$ cat config.mk
export PLATFORM = sky130hd
export DESIGN_NAME = sram_bus_arbiter
export DESIGN_NICKNAME = d
export VERILOG_FILES = /design/src/rtl/sram_bus_arbiter_pkg.sv /design/src/rtl/sram_bus_arbiter_addr_map.sv /design/src/rtl/sram_bus_arbiter.sv
export SDC_FILE = /design/constraint.sdc
export NUM_CORES = 1
export LEC_CHECK = 0
export CELL_PAD_IN_SITES_DETAIL_PLACEMENT = 1
export CELL_PAD_IN_SITES_GLOBAL_PLACEMENT = 2
export CORE_ASPECT_RATIO = 1.5
export CORE_UTILIZATION = 28
export CTS_CLUSTER_SIZE = 20
export DETAILED_ROUTE_END_ITERATION = 12
export PLACE_DENSITY = 0.95
export SLEW_MARGIN = 5
export SYNTH_ARGS = -nofsm -noshare
export SYNTH_HDL_FRONTEND = slang
export SYNTH_HIERARCHICAL = 1
export SYNTH_SLANG_ARGS = --single-unit
$ cat constraint.sdc
create_clock -name cpu_clk_50M -period 3.6 [get_ports cpu_clk_50M]
set_input_delay 0.9 -clock cpu_clk_50M [delete_from_list [all_inputs] [get_ports cpu_clk_50M]]
set_output_delay 0.9 -clock cpu_clk_50M [all_outputs]
set_load 0.02 [all_outputs]
$ cat src/rtl/sram_bus_arbiter_pkg.sv
// Shared definitions for the SRAM bus arbiter and its address mapper.
//   - FSM state encoding and bus-owner encoding
//   - kseg0/kseg1 segment constants and the byte-strobe width
//   - is_unmapped_seg(): true for the directly mapped kernel segments
package sram_bus_arbiter_pkg;

    localparam int BSEL_W = 4;

    typedef enum logic [1:0] {
        ST_IDLE = 2'd0,
        ST_ADDR = 2'd1,
        ST_DATA = 2'd2,
        ST_RESP = 2'd3
    } state_e;

    // OWN_INST is the all-zero encoding so the reset owner reads as 0
    typedef enum logic {
        OWN_INST = 1'b0,
        OWN_DATA = 1'b1
    } owner_e;

    localparam logic [2:0] KSEG0_SEG = 3'b100;
    localparam logic [2:0] KSEG1_SEG = 3'b101;
    localparam logic [2:0] PHYS_SEG  = 3'b000;

    function automatic logic is_unmapped_seg(input logic [2:0] seg);
        return (seg == KSEG0_SEG) || (seg == KSEG1_SEG);
    endfunction

endpackage

$ cat src/rtl/sram_bus_arbiter_addr_map.sv
// Combinational virtual-to-physical address mapper.
// kseg0/kseg1 addresses lose their top three bits; every other address
// passes through untouched.
//   vaddr_i : virtual address
//   paddr_o : physical address
module sram_bus_arbiter_addr_map
    import sram_bus_arbiter_pkg::*;
#(
    parameter int ADDR_W = 32
) (
    input  logic [ADDR_W-1:0] vaddr_i,
    output logic [ADDR_W-1:0] paddr_o
);

    // Strip the segment bits for the directly mapped kernel segments
    always_comb begin
        if (is_unmapped_seg(vaddr_i[ADDR_W-1 -: 3])) begin
            paddr_o = {PHYS_SEG, vaddr_i[ADDR_W-4:0]};
        end else begin
            paddr_o = vaddr_i;
        end
    end

endmodule

$ cat src/rtl/sram_bus_arbiter.sv
// Arbiter sharing one SRAM-like bus between instruction fetch and data memory.
// One transaction at a time runs through IDLE -> ADDR -> DATA -> RESP.
//   cpu_clk_50M, cpu_rst_n         : clock, async active-low reset
//   inst_req/inst_addr             : fetch request (level) and virtual address
//   inst_rdata/inst_ok             : fetched word and one-cycle valid pulse
//   dce/daddr/we/din               : data request, address, byte enables, store data
//   data_rdata/data_ok             : load word and one-cycle completion pulse
//   flush                          : pipeline flush, discards an inst response
//   stall_req                      : stall request to the pipeline controller
//   bus_req/wr/wstrb/addr/wdata    : bus request outputs (physical address)
//   bus_addr_ok/data_ok/rdata      : bus handshake and read data
module sram_bus_arbiter
    import sram_bus_arbiter_pkg::*;
#(
    parameter int ADDR_W = 32,
    parameter int DATA_W = 32
) (
    input  logic              cpu_clk_50M,
    input  logic              cpu_rst_n,
    input  logic              inst_req,
    input  logic [ADDR_W-1:0] inst_addr,
    output logic [DATA_W-1:0] inst_rdata,
    output logic              inst_ok,
    input  logic              dce,
    input  logic [ADDR_W-1:0] daddr,
    input  logic [BSEL_W-1:0] we,
    input  logic [DATA_W-1:0] din,
    output logic [DATA_W-1:0] data_rdata,
    output logic              data_ok,
    input  logic              flush,
    output logic              stall_req,
    output logic              bus_req,
    output logic              bus_wr,
    output logic [BSEL_W-1:0] bus_wstrb,
    output logic [ADDR_W-1:0] bus_addr,
    output logic [DATA_W-1:0] bus_wdata,
    input  logic              bus_addr_ok,
    input  logic              bus_data_ok,
    input  logic [DATA_W-1:0] bus_rdata
);

    state_e              state_q,      state_d;
    owner_e              owner_q,      owner_d;
    logic                drop_q,       drop_d;
    logic                bus_req_q,    bus_req_d;
    logic                bus_wr_q,     bus_wr_d;
    logic [BSEL_W-1:0]   bus_wstrb_q,  bus_wstrb_d;
    logic [ADDR_W-1:0]   bus_addr_q,   bus_addr_d;
    logic [DATA_W-1:0]   bus_wdata_q,  bus_wdata_d;
    logic [DATA_W-1:0]   inst_rdata_q, inst_rdata_d;
    logic [DATA_W-1:0]   data_rdata_q, data_rdata_d;
    logic                inst_ok_q,    inst_ok_d;
    logic                data_ok_q,    data_ok_d;

    logic [ADDR_W-1:0]   req_vaddr_s;
    logic [ADDR_W-1:0]   req_paddr_s;

    // dce wins the grant, so its address is the one presented to the mapper
    assign req_vaddr_s = dce ? daddr : inst_addr;

    sram_bus_arbiter_addr_map #(
        .ADDR_W (ADDR_W)
    ) u_addr_map (
        .vaddr_i (req_vaddr_s),
        .paddr_o (req_paddr_s)
    );

    // Next-state and datapath-register update for the bus sequencer
    always_comb begin
        state_d      = state_q;
        owner_d      = owner_q;
        bus_req_d    = bus_req_q;
        bus_wr_d     = bus_wr_q;
        bus_wstrb_d  = bus_wstrb_q;
        bus_addr_d   = bus_addr_q;
        bus_wdata_d  = bus_wdata_q;
        inst_rdata_d = inst_rdata_q;
        data_rdata_d = data_rdata_q;
        inst_ok_d    = 1'b0;
        data_ok_d    = 1'b0;

        // A flush while a fetch is in flight only marks its response for discard;
        // the bus transaction itself always runs to completion.
        if (flush && (owner_q == OWN_INST) && (state_q != ST_IDLE)) begin
            drop_d = 1'b1;
        end else begin
            drop_d = drop_q;
        end

        case (state_q)
            ST_IDLE: begin
                drop_d = 1'b0;
                if (!flush && (dce || inst_req)) begin
                    bus_req_d  = 1'b1;
                    bus_addr_d = req_paddr_s;
                    state_d    = ST_ADDR;
                    if (dce) begin
                        owner_d     = OWN_DATA;
                        bus_wr_d    = (we != {BSEL_W{1'b0}});
                        bus_wstrb_d = we;
                        bus_wdata_d = din;
                    end else begin
                        owner_d     = OWN_INST;
                        bus_wr_d    = 1'b0;
                        bus_wstrb_d = {BSEL_W{1'b0}};
                        bus_wdata_d = {DATA_W{1'b0}};
                    end
                end else begin
                    state_d = ST_IDLE;
                end
            end
            ST_ADDR: begin
                // data_ok in this cycle is ignored: the slave only answers after addr_ok
                if (bus_addr_ok) begin
                    bus_req_d = 1'b0;
                    state_d   = ST_DATA;
                end else begin
                    state_d = ST_ADDR;
                end
            end
            ST_DATA: begin
                if (bus_data_ok) begin
                    state_d = ST_RESP;
                    if (owner_q == OWN_DATA) begin
                        data_ok_d = 1'b1;
                        if (!bus_wr_q) begin
                            data_rdata_d = bus_rdata;
                        end else begin
                            data_rdata_d = data_rdata_q;
                        end
                    end else begin
                        inst_ok_d    = ~drop_d;
                        inst_rdata_d = bus_rdata;
                    end
                end else begin
                    state_d = ST_DATA;
                end
            end
            ST_RESP: begin
                drop_d  = 1'b0;
                state_d = ST_IDLE;
            end
            default: begin
                drop_d    = 1'b0;
                bus_req_d = 1'b0;
                state_d   = ST_IDLE;
            end
        endcase
    end

    // State and output registers; reset clears every visible output
    always_ff @(posedge cpu_clk_50M or negedge cpu_rst_n) begin
        if (!cpu_rst_n) begin
            state_q      <= ST_IDLE;
            owner_q      <= OWN_INST;
            drop_q       <= 1'b0;
            bus_req_q    <= 1'b0;
            bus_wr_q     <= 1'b0;
            bus_wstrb_q  <= {BSEL_W{1'b0}};
            bus_addr_q   <= {ADDR_W{1'b0}};
            bus_wdata_q  <= {DATA_W{1'b0}};
            inst_rdata_q <= {DATA_W{1'b0}};
            data_rdata_q <= {DATA_W{1'b0}};
            inst_ok_q    <= 1'b0;
            data_ok_q    <= 1'b0;
        end else begin
            state_q      <= state_d;
            owner_q      <= owner_d;
            drop_q       <= drop_d;
            bus_req_q    <= bus_req_d;
            bus_wr_q     <= bus_wr_d;
            bus_wstrb_q  <= bus_wstrb_d;
            bus_addr_q   <= bus_addr_d;
            bus_wdata_q  <= bus_wdata_d;
            inst_rdata_q <= inst_rdata_d;
            data_rdata_q <= data_rdata_d;
            inst_ok_q    <= inst_ok_d;
            data_ok_q    <= data_ok_d;
        end
    end

    assign bus_req    = bus_req_q;
    assign bus_wr     = bus_wr_q;
    assign bus_wstrb  = bus_wstrb_q;
    assign bus_addr   = bus_addr_q;
    assign bus_wdata  = bus_wdata_q;
    assign inst_rdata = inst_rdata_q;
    assign data_rdata = data_rdata_q;
    assign inst_ok    = inst_ok_q;
    assign data_ok    = data_ok_q;

    // Stall must follow a new request in the same cycle, so it is combinational;
    // it is gated with reset so every output reads 0 while reset is held.
    assign stall_req = cpu_rst_n & ((dce & ~data_ok_q) | (inst_req & ~inst_ok_q));

endmodule

==> metrics.md <==
| Metric | Value |
|---|---|
| Max IR drop VDD | 0.0003676 V |
| Post-synth top area share | 0.5661 |
| MaxCap Viol Count | 0 |
| Worst path buffer plus inverter count | 3 |
| Met2 wire length | 9.778 mm |
| Crit-path max cell delay | 0.61 ns |
| Design Area, Final | 0.009639 mm² |
| Initial antenna violation count | 2 |
| Overall routing resource usage | 0.1693 |
| Worst path most repeated cell | clkdlybuf4s50_1 |
| Crit. End Element | primary output |
| Setup bufs post-CTS | 0 |
| Kind of start point of the critical path | input port |
| Fin crit period | 3.258 ns |
| Diode count | 0 |
| Overflow after GRT | 0 |
| CTS hold repair buffers | 0 |
| H-tree Lvls | 4 |
| Clk_skew | 0.009777 ns |
| Yosys warnings | 6 |
| Syn Nets | 616 |
| CP Cell Sequence | clkdlybuf4s50_1, inv_1, o22ai_1, and2_1, clkdlybuf4s50_1 |
| Wire per inst | 18.41 µm |
| Critical R2R Launch | state_q[0]$_DFF_PN0_ |
| DP HPWL | 13.40 mm |
| Status | completed |
| Post-synthesis simple-gate area fraction | 0.03174 |
| Critical path's slowest cell | clkdlybuf4s50_1 |
| Placed cell area | roughly 0.0090 mm² |
| CP arrival | 2.36 ns |
| Global-route wire length before repair | 28.48 mm |
| Vias | roughly 4600 |
| Via count of the first global-routing pass | 5180 |
| WS Path Type | in -> out |
| Mapped Cells | 473 |
| Hold WC Path Type | in -> async |
| Layout area overhead | 55.76% |
| Total CTS buffers | 17 |
| Post-synthesis xor/xnor area fraction | 0 |
| F_max | 306.9 MHz |
| Rows | 66 |
| Setup TNS | 0 ns |
| Share of layout cells above drive strength 1 | 0.2393 |
| Die H | 184.1 µm |
| DRT Pass-1 Iters | 4 |
| Final worst path period share | 0.9050 |
| Clk slew on worst S/H paths | 0.06 ns |
| Post-CTS sizing | 0 |
| Met3 WL | 1.201 mm |
| DIE AREA | 0.02271 mm² |
| M1 wire length | just under 7 mm |
| DRT iter0 DRCs | 121 |
| Largest family of logic cells by synthesized area | multiplexers |
| Post-synthesis mux area share | 0.2539 |
| Compound-Gate Fraction of Synth Area | 0.07258 |
| Vias/cell | about 4.6 |
| IO buf count | ~280 |
| Initial Util | 0.2849 |
| Finish-stage setup viols | 0 |
| Synth area leader | dfrtp_1 |
| Critical Path Start | inst_req |
| R2R cell count | 6 |
| CP top delay family | buffers and inverters |
| Final hold violations | 0 |
| RD Place Congestion | 0.7384 |
| DRC | 0 |
| Pin count of the biggest net entering global routing | 70 |
| Static Leak | 4.197 nW |
| CP max FO | 2 |
| Critical path required time | 2.70 ns |
| Synth Register Bits | 140 |
| Stages on worst setup path | 5 |
| Power Density | around 860 mW/mm² |
| Nets | 858 |
| WL final | 18.40 mm |
| Final Slew Violations | 0 |
| Register area share after synthesis | 0.5661 |
| Clock Root Buffer | clkbuf_16 |
| Post-Route Utilization | 0.4438 |
| # clock sinks | 140 |
| Synth Cell Area | about 0.0062 mm² |
| Core ar. | 0.02172 mm² |
| Ranking of synthesized cells by area | dfrtp_1 (57%), mux2_2 (17%), mux2_4 (7.8%) |
| Clock Path Buffers | 2 |
| DR top layer | met5 |
| Worst Tran Pin Value | 0.8937 ns |
| ANT nets after route | 0 |
| CTS tree | built |
| Post-synthesis adder-cell area fraction | 0.008087 |
| Distinct cell type count after synthesis | 32 |
| Slew headroom | 0.4042 |
| RSZ-0062 raised after global routing | false |
| Mean post-synth cell area | ~13 µm² |
| Die Wd | around 120 µm |
| Boundary Pins | roughly 280 |
| Clk_lat worst skew | about 0.43 ns |
==> layout make-up <==
| cell class | instances | area [µm²] |
|---|---|---|
| clock buffer | 20 | 466.7 |
| clock inverter | 11 | 165.2 |
| fill | 2255 | 12080 |
| inverter | 8 | 30.03 |
| multi-input combinational | 264 | 2280 |
| sequential | 140 | 3503 |
| tap | 272 | 340.3 |
| timing repair buffer | 284 | 2854 |
==> worst paths after layout <==
| check | end | slack, ns |
|---|---|---|
| setup / recovery | stall_req | 0.34 |
| hold / removal | bus_addr[5]$_DFFE_PN0P_ | 0.28 |
| setup reg to reg | bus_addr[23]$_DFFE_PN0P_ | 1.61 |
| hold reg to reg | inst_ok$_DFF_PN0_ | 0.43 |
| max in group asynchronous | bus_wdata[10]$_DFFE_PN0P_ | 2.23 |
| min in group cpu_clk_50M | inst_ok$_DFF_PN0_ | 0.43 |
==> sequential cells by signal, indices dropped and copies added, names as in the netlist, 4 cells and up, named ones only <==
name,count
bus_addr,32
data_rdata,32
bus_wdata,32
bus_wstrb,4
inst_rdata,32
==> kinds of logic after synthesis <==
logic type,after synthesis
fa+ha+maj,4
buf+inv,69
flops,140
simple gates,46
mux,129
compound gates,85
==> metal layers <==
layer / GRT usage / up-vias
li1: - / 2093
met1: 0.1786 / 2283
met2: 0.2956 / 188
met3: 0.05211 / 41
met4: 0.09108 / 4
met5: 0 / -
==> metrics by stage <==
| stage | power, W | hold slack (ns) | setup slack [ns] | instances |
|---|---|---|---|---|
| 2_1_floorplan | 0.004544 | 0.4129 | 0.8762 | 473 |
| 3_3_place_gp | 0.006362 | 0.4231 | 0.3182 | 968 |
| 3_5_place_dp | 0.006475 | 0.4227 | 0.3345 | 968 |
| 4_1_cts | 0.008418 | 0.2524 | 0.3282 | 999 |
| 5_1_grt | 0.008737 | 0.2589 | 0.2774 | 999 |
| 6_report | 0.008289 | 0.2758 | 0.3419 | 999 |
==> layout by cell type (no fill, tap or decap), types with 3 or more instances in the layout <==
cell and instances:
mux2_4 32, clkdlybuf4s50_1 273, bufinv_16 4, ha_1 4, nand2_1 37, o21ai_0 76
dfrtp_1 140, clkbuf_8 3, buf_12 3, clkinv_2 4, inv_1 7, buf_4 6
clkbuf_16 17, mux2_2 95
==> power breakdown <==
group	switching [W]	internal, W
sequential	0.000381	0.00228
clock	0.000675	0.00121
combinational	0.00178	0.00196
total	0.00284	0.00545
==> synth_stat cells <==
| cell type | number |
|---|---|
| o21ai_0 | 76 |
| and2_1 | 1 |
| and2_2 | 1 |
| mux2_2 | 95 |
| clkbuf_1 | 19 |
| o41ai_1 | 1 |
| inv_1 | 7 |
| nand2b_1 | 1 |
| mux2_4 | 32 |
| a221oi_1 | 1 |
| o21a_1 | 1 |
| o21bai_2 | 1 |
| a21boi_1 | 1 |
| nor3b_1 | 1 |
| mux2i_1 | 1 |
| or2_1 | 1 |
| a21oi_1 | 1 |
| ha_1 | 4 |
| a22o_1 | 1 |
| inv_2 | 1 |
| nand3b_1 | 1 |
| buf_6 | 5 |
| nor3_1 | 1 |
| and3_1 | 1 |
| buf_2 | 7 |
| mux2_1 | 1 |
| nand2_1 | 37 |
| o22ai_1 | 1 |
| nand3_1 | 1 |
| buf_4 | 30 |
| dfrtp_1 | 140 |
| o21ai_1 | 1 |
Note: power is estimated with default switching activity, not from simulation.
